`config.mk`:
```
export PLATFORM = sky130hd
export DESIGN_NAME = fp_mul_ieee
export DESIGN_NICKNAME = d
export VERILOG_FILES = /design/src/rtl/fp_mul_ieee.sv
export SDC_FILE = /design/constraint.sdc
export NUM_CORES = 2
export LEC_CHECK = 0
export CAP_MARGIN = 0
export CELL_PAD_IN_SITES_DETAIL_PLACEMENT = 1
export CELL_PAD_IN_SITES_GLOBAL_PLACEMENT = 2
export CORE_MARGIN = 2
export CORE_UTILIZATION = 44
export DETAILED_ROUTE_END_ITERATION = 16
export GPL_TIMING_DRIVEN = 0
export HOLD_SLACK_MARGIN = 0.1
export PLACE_DENSITY = 0.94
export SETUP_SLACK_MARGIN = 0.5
export SYNTH_ARGS = -nofsm -noshare
export SYNTH_HDL_FRONTEND = slang
export SYNTH_SLANG_ARGS = --single-unit
export TNS_END_PERCENT = 5
```
`constraint.sdc`:
```
create_clock -name clk -period 10.67 [get_ports clk]
set_input_delay 2.134 -clock clk [delete_from_list [all_inputs] [get_ports clk]]
set_output_delay 2.134 -clock clk [all_outputs]
set_load 0.02 [all_outputs]
```
`src/rtl/fp_mul_ieee.sv`:
```
// Four-stage pipelined IEEE-style floating-point multiplier with run-time rounding,
// FTZ subnormal handling and overflow/underflow/invalid flags; one op per cycle.
module fp_mul_ieee #(
   parameter int DATA_W = 32,
   parameter int EXP_W  = 8
) (
   input  logic              clk,
   input  logic              rst,
   input  logic              start,
   input  logic [DATA_W-1:0] op_a,
   input  logic [DATA_W-1:0] op_b,
   input  logic [1:0]        rnd_mode,
   output logic              done,
   output logic [DATA_W-1:0] res,
   output logic              overflow,
   output logic              underflow,
   output logic              exception
);

   localparam int MAN_W  = DATA_W - EXP_W;
   localparam int FRAC_W = MAN_W - 1;
   localparam int EW     = EXP_W + 2;
   localparam int PROD_W = 2 * MAN_W;

   localparam logic signed [EW-1:0] EXP_ZERO = '0;
   localparam logic signed [EW-1:0] EXP_ONE  = EW'(1);
   localparam logic signed [EW-1:0] EXP_BIAS = EW'(2**(EXP_W-1) - 1);
   localparam logic signed [EW-1:0] EXP_OVF  = EW'(2**EXP_W - 1);

   typedef enum logic [1:0] {
      RNE = 2'd0,
      RTZ = 2'd1,
      RDN = 2'd2,
      RUP = 2'd3
   } rnd_t;

   // ---------------- S1: operand capture ----------------
   logic              s1_valid;
   logic [DATA_W-1:0] s1_a;
   logic [DATA_W-1:0] s1_b;
   rnd_t              s1_rnd;

   logic [EXP_W-1:0]  a_exp, b_exp;
   logic [FRAC_W-1:0] a_frac, b_frac;
   logic              a_nan, a_inf, a_zero;
   logic              b_nan, b_inf, b_zero;

   always_comb begin
      a_exp  = s1_a[DATA_W-2 -: EXP_W];
      b_exp  = s1_b[DATA_W-2 -: EXP_W];
      a_frac = s1_a[FRAC_W-1:0];
      b_frac = s1_b[FRAC_W-1:0];
      a_nan  = (&a_exp) & (|a_frac);
      a_inf  = (&a_exp) & ~(|a_frac);
      a_zero = (a_exp == '0);
      b_nan  = (&b_exp) & (|b_frac);
      b_inf  = (&b_exp) & ~(|b_frac);
      b_zero = (b_exp == '0);
   end

   // ---------------- S2: sign, exponent, product ----------------
   logic                     s2_valid;
   rnd_t                     s2_rnd;
   logic                     s2_sign;
   logic signed [EW-1:0]     s2_exp;
   logic [PROD_W-1:0]        s2_prod;
   logic                     s2_inv, s2_inf, s2_zero;

   // ---------------- S3: normalised mantissa + guard/sticky ----------------
   logic                     s3_valid;
   rnd_t                     s3_rnd;
   logic                     s3_sign;
   logic signed [EW-1:0]     s3_exp;
   logic [FRAC_W-1:0]        s3_frac;
   logic                     s3_g, s3_s;
   logic                     s3_inv, s3_inf, s3_zero;

   logic signed [EW-1:0]     norm_exp;
   logic [FRAC_W-1:0]        norm_frac;
   logic                     norm_g, norm_s;

   // Hidden bit is always 1 after normalisation, so only the fraction travels on.
   always_comb begin
      if (s2_prod[PROD_W-1]) begin
         norm_frac = s2_prod[PROD_W-2 -: FRAC_W];
         norm_g    = s2_prod[PROD_W-1-MAN_W];
         norm_s    = |s2_prod[PROD_W-2-MAN_W:0];
         norm_exp  = s2_exp + EXP_ONE;
      end else begin
         norm_frac = s2_prod[PROD_W-3 -: FRAC_W];
         norm_g    = s2_prod[PROD_W-2-MAN_W];
         norm_s    = |s2_prod[PROD_W-3-MAN_W:0];
         norm_exp  = s2_exp;
      end
   end

   // ---------------- S4: rounding, range checks, special override ----------------
   logic                 inc, to_inf;
   logic [FRAC_W:0]      rnd_sum;
   logic [FRAC_W-1:0]    rnd_frac;
   logic signed [EW-1:0] rnd_exp;
   logic [DATA_W-1:0]    res_n;
   logic                 ovf_n, uf_n, exc_n;

   always_comb begin
      inc    = 1'b0;
      to_inf = 1'b0;
      case (s3_rnd)
         RNE: begin inc = s3_g & (s3_frac[0] | s3_s); to_inf = 1'b1;     end
         RTZ: begin inc = 1'b0;                       to_inf = 1'b0;     end
         RDN: begin inc = s3_sign & (s3_g | s3_s);    to_inf = s3_sign;  end
         RUP: begin inc = ~s3_sign & (s3_g | s3_s);   to_inf = ~s3_sign; end
         default: begin inc = 1'b0; to_inf = 1'b0; end
      endcase

      // Carry out of the fraction means the mantissa rolled over to 1.0.
      rnd_sum  = {1'b0, s3_frac} + (FRAC_W+1)'(inc);
      rnd_frac = rnd_sum[FRAC_W-1:0];
      rnd_exp  = rnd_sum[FRAC_W] ? (s3_exp + EXP_ONE) : s3_exp;

      res_n = {s3_sign, rnd_exp[EXP_W-1:0], rnd_frac};
      ovf_n = 1'b0;
      uf_n  = 1'b0;
      exc_n = 1'b0;

      if (s3_inv) begin
         res_n = {1'b0, {EXP_W{1'b1}}, 1'b1, {(FRAC_W-1){1'b0}}};
         exc_n = 1'b1;
      end else if (s3_inf) begin
         res_n = {s3_sign, {EXP_W{1'b1}}, {FRAC_W{1'b0}}};
      end else if (s3_zero) begin
         res_n = {s3_sign, {(DATA_W-1){1'b0}}};
      end else if (s3_exp <= EXP_ZERO) begin
         res_n = {s3_sign, {(DATA_W-1){1'b0}}};
         uf_n  = 1'b1;
      end else if (rnd_exp >= EXP_OVF) begin
         ovf_n = 1'b1;
         if (to_inf)
            res_n = {s3_sign, {EXP_W{1'b1}}, {FRAC_W{1'b0}}};
         else
            res_n = {s3_sign, {{(EXP_W-1){1'b1}}, 1'b0}, {FRAC_W{1'b1}}};
      end
   end

   // ---------------- valid chain and output registers ----------------
   always_ff @(posedge clk) begin
      if (rst) begin
         s1_valid  <= 1'b0;
         s2_valid  <= 1'b0;
         s3_valid  <= 1'b0;
         done      <= 1'b0;
         res       <= '0;
         overflow  <= 1'b0;
         underflow <= 1'b0;
         exception <= 1'b0;
      end else begin
         s1_valid <= start;
         s2_valid <= s1_valid;
         s3_valid <= s2_valid;
         done     <= s3_valid;
         if (s3_valid) begin
            res       <= res_n;
            overflow  <= ovf_n;
            underflow <= uf_n;
            exception <= exc_n;
         end
      end
   end

   // ---------------- datapath registers (qualified by the valid chain) ----------------
   always_ff @(posedge clk) begin
      s1_a   <= op_a;
      s1_b   <= op_b;
      s1_rnd <= rnd_t'(rnd_mode);

      s2_rnd  <= s1_rnd;
      s2_sign <= s1_a[DATA_W-1] ^ s1_b[DATA_W-1];
      s2_exp  <= $signed({2'b00, a_exp}) + $signed({2'b00, b_exp}) - EXP_BIAS;
      s2_prod <= PROD_W'({1'b1, a_frac}) * PROD_W'({1'b1, b_frac});
      s2_inv  <= a_nan | b_nan | (a_inf & b_zero) | (b_inf & a_zero);
      s2_inf  <= a_inf | b_inf;
      s2_zero <= a_zero | b_zero;

      s3_rnd  <= s2_rnd;
      s3_sign <= s2_sign;
      s3_exp  <= norm_exp;
      s3_frac <= norm_frac;
      s3_g    <= norm_g;
      s3_s    <= norm_s;
      s3_inv  <= s2_inv;
      s3_inf  <= s2_inf;
      s3_zero <= s2_zero;
   end

endmodule

```
Word-level counts from Yosys, hierarchy flattened
Cells that the tools add are included.
- eq/ne operators: 3
- reduce and logical (&&, ||, !) cells: 9
- order comparisons: 2
- multipliers: 1
- multiplexer cells: 23
- $add $sub $neg: 5
- bitwise operators: 20
- operator list (operator ; count):
    31-bit 2-to-1 mux ; 4
    23-bit OR reduction ; 3
    24-bit by 24-bit multiplier with 48-bit output ; 1
    32-bit 2-to-1 mux ; 1
    23-bit by 1-bit adder with 24-bit output ; 1
    24-bit 2-to-1 mux ; 1
    23-bit 2-to-1 mux ; 1
    22-bit OR reduction ; 1
    10-bit by 2-bit adder with 10-bit output, second input constant ; 2
    10-bit 2-to-1 mux ; 2
    8-bit logical NOT ; 2
    8-bit AND reduction ; 2
    1-bit 2-to-1 mux ; 12
    10-bit by 9-bit >= comparator with 1-bit output, second input constant ; 1
    10-bit by 1-bit <= comparator with 1-bit output, second input constant ; 1
    9-bit by 7-bit subtractor with 10-bit output, second input constant ; 1
    8-bit by 8-bit adder with 9-bit output ; 1
    1-bit bitwise AND ; 9
    1-bit case mux with 4 select lines ; 2
    1-bit bitwise OR ; 7
    2-bit equality test, second input constant ; 2
    1-bit inverter ; 3
    2-bit by 1-bit equality test with 1-bit output, second input constant ; 1
    2-bit logical NOT ; 1
    1-bit bitwise XOR ; 1
- input port bits: 69
- output and inout port bits: 36
- flip-flop bits (word level): 210

Logic depth before layout (Yosys ltp)
- depth in word-level cells: 11
- mapped depth: 28

Worst setup path before layout
OpenSTA, ideal clock, no wires.
- path type: reg2reg
- from: register s1_a[13]
- to: register s2_prod[43]
- path buffers: 2
- data required time: 10.546 ns
- data arrival time: 6.736 ns
- clock period less this slack: 6.860 ns
- setup slack: 3.810 ns
- cell stages (with the launch flop): 29
- path through: dfxtp_1 clkbuf_1 nand2_1 fa_1 inv_1 fa_1 inv_1 fa_1 inv_1 fa_1 inv_1 fa_1 inv_1 fa_1 inv_1 fa_1 inv_1 ha_1 clkbuf_1 o21a_1 o21ai_0 a2111oi_0 o21ai_1 a21oi_1 a31oi_1 or2_1 nand2_1 a21boi_1 xnor2_1
- cells in the longest elaborated chain, start to end: 1
- RTL lines (item ; line ; source):
    from (decl) ; 39 ; logic [DATA_W-1:0] s1_a;
    from (signal assigned) ; 172 ; s1_a <= op_a;
    24-bit by 24-bit multiplier with 48-bit output ; 179 ; s2_prod <= PROD_W'({1'b1, a_frac}) * PROD_W'({1'b1, b_frac});
    to (signal assigned) ; 179 ;
    to (decl) ; 66 ; logic [PROD_W-1:0] s2_prod;
No other way between the ends.
A chain may end at the register's enable or synchronous reset.

Final worst setup path
- from: register s1_a[14]
- to: register s2_prod[43]
The elaborated chain is that of the path after synthesis.

==> key figures <==
Status
  – Outcome: finished, final reports clean

Worst setup path
  – Worst setup EP type: register
  – Crit path kind: reg -> reg
  – Crit-path max FO: 10
  – FF-to-FF path depth: 25
  – Max incr delay on CP: 730 ps
  – Crit path to: s2_prod[43]
  – Crit. Startpoint: s1_a[14]
  – R2r setup slk: 2100 ps
  – Crit-path slowest cell: clkbuf_1
  – Data arrival, critical path: 9030 ps
  – CP required: 11130 ps
  – Reg2Reg Launch Point: s1_a[14]
  – Reg-to-reg critical path endpoint: s2_prod[43]
  – Startpoint Class: register
  – Most frequent cell on the critical path: fa_1

Routing
  – ANT nets after route: 0
  – Final WL: 84000 um
  – Via count: 19100
  – Vias per inst: 5.29
  – Number of iterations in the first detailed-routing pass: 5
  – Wire length per cell: 23.3 um
  – DRC violations left: 0
  – Initial DRC count: 1140

Global route
  – Gr usage total: 0.287
  – Initial antenna violation count: 2
  – First-pass GRT wire length: 128000 um
  – Grt ovf: 0
  – Vias in the first global route: 21800
  – Pin count of the biggest net entering global routing: 14

Logic synthesis
  – Mapped cell area: 25400 um^2
  – Top cells by area, synth: fa_1, dfxtp_1, ha_1
  – Top-count cell post-synth: inv_1
  – Most frequent cells after synthesis: inv_1, fa_1, nand2_1, and2_1, dfxtp_1
  – Post-Syn Nets: 3430
  – Post-synth top area share: 0.381
  – Number of flops mapped to enable cells by yosys: 0
  – Async S/R FF share, synth: 0
  – Syn avg cell area: 9.45 um^2
  – Distinct cells, synth: 67
  – YS warnings: 0
  – Seq/Total Area, Yosys: 0.166
  – Mapped Cells: 2685
  – Most frequently used flop master after synthesis: dfxtp_1
  – Leading area contributor after synthesis: fa_1
  – #FFs+latches synth: 210

Final layout
  – P&R area growth vs syn: 11.5%
  – Nets: 3562
  – Share of layout cells above drive strength 1: 0.0384
  – Final Non-Filler Cells: 3603
  – # fillers: 6529

Clocking
  – CTS clock-pin slew for the worst setup and hold paths: 60 ps
  – CTS tree: yes
  – Clock Path Buffers: 3
  – Clk_lat worst skew: 590 ps
  – Clk root buf: clkbuf_16
  – Clock Sinks: 210
  – Post-CTS sizing: 0
  – CTS buffer count: 26
  – H-tree levels: 1
  – Post-CTS Setup Inserts: 0
  – Hold Buf Count CTS: 0

Die
  – Total die area: 59600 um^2
  – Die height: 244 um
  – # rows: 88
  – DIE WIDTH: 244 um
  – Initial Utilization: 0.442
  – I/O pin count: 105
  – CORE AREA: 57400 um^2

STA
  – Worst Tran Pin Value: 1210 ps
  – Max-Slew Margin vs Limit: 0.185
  – Max Slew Vio Count: 0
  – Clk_skew: 36.7 ps
  – Endpoints failing setup: 0
  – Part of the cycle the worst path needs: 0.803
  – F_max: 117 MHz
  – Final Critical Period: 8570 ps
  – Total negative slack: 0 ps
  – Hold Vio Cnt, Final: 0
  – Unrepaired setup endpoints after global routing: no

Placement
  – Dpl hpwl: 68600 um
  – Port Buf Inserts: 104
  – Placed Cells: 3554
  – Final RePlAce weighted congestion: 0.991

Flow run
  – Max-cap violations: 0

Worst hold path
  – Min-Delay Path Class: reg -> reg
worst max-delay path: cells and delay by family (launching register included):
family          cells  cell delay [ps]
fa+ha+maj           8             4120
compound gates      5             1290
simple gates        5             1110
buf+inv             6             1040
flops               1              710
xor+xnor            1              130
state kept, by name, summed over array words and instances (netlist names), 10 cells and up:
| name | count |
|---|---|
| s2_prod | 48 |
| res | 32 |
| s2_exp | 10 |
| s1_b | 32 |
| s3_frac | 23 |
| s3_exp | 10 |
| s1_a | 32 |
cell families after synthesis:
| family | Yosys count | share of synthesized area |
|---|---|---|
| mux | 30 | 0.0131 |
| flops | 210 | 0.166 |
| simple gates | 773 | 0.152 |
| xor+xnor | 91 | 0.0314 |
| compound gates | 189 | 0.0537 |
| fa+ha+maj | 676 | 0.476 |
| buf+inv | 716 | 0.107 |
worst min path at each step:
stage,from,endpoint,slack [ps],cells past startpoint
5_1_grt,s2_sign,s3_sign,330,0
4_1_cts,s2_sign,s3_sign,330,0
3_3_place_gp,s2_zero,s3_zero,320,0
6_report,s2_sign,s3_sign,320,0
2_1_floorplan,s1_rnd[0],s2_rnd[0],310,0
3_5_place_dp,s1_rnd[0],s2_rnd[0],320,0
cell usage in the layout (no fill, tap or decap), types with 30 or more instances in the layout:
master	count
a21oi_1	60
and2_1	246
clkbuf_1	106
clkdlybuf4s50_1	104
dfxtp_1	210
fa_1	483
ha_1	193
inv_1	603
nand2_1	320
nor2_1	78
xnor2_1	61
xor2_1	30
layer usage:
layer  track usage  part of all wire  vias to the layer above
li1              -                 -                     8330
met1         0.351              0.39                     9765
met2         0.483              0.48                      741
met3        0.0650             0.079                      218
met4         0.135             0.054                        2
met5             0           0.00013                        -
through the flow:
stage	hold slack (ps)	util	setup slack, ps	cell area (um^2)
3_5_place_dp	316	0.477	2230	27400
6_report	325	0.493	2100	28300
2_1_floorplan	310	-	3810	25400
5_1_grt	330	0.493	1720	28300
4_1_cts	328	0.493	2200	28300
3_3_place_gp	316	0.477	2390	27400
final cells by class:
type / count / area (um^2) / share of cell area
diodes: 3 / 7.51 / 0.000266
plain buffers: 110 / 447 / 0.0158
clock buffers: 33 / 707 / 0.0250
clock inverters: 13 / 193 / 0.00682
inverters: 606 / 2270 / 0.0805
multi-input cells: 1759 / 18400 / 0.652
flip-flops and latches: 210 / 4200 / 0.149
well taps: 765 / 957 / 0.0339
repair buffers: 104 / 1040 / 0.0368
Power is not shown: default switching activity piles up to over one toggle a cycle in this logic, so the estimate is an artifact.
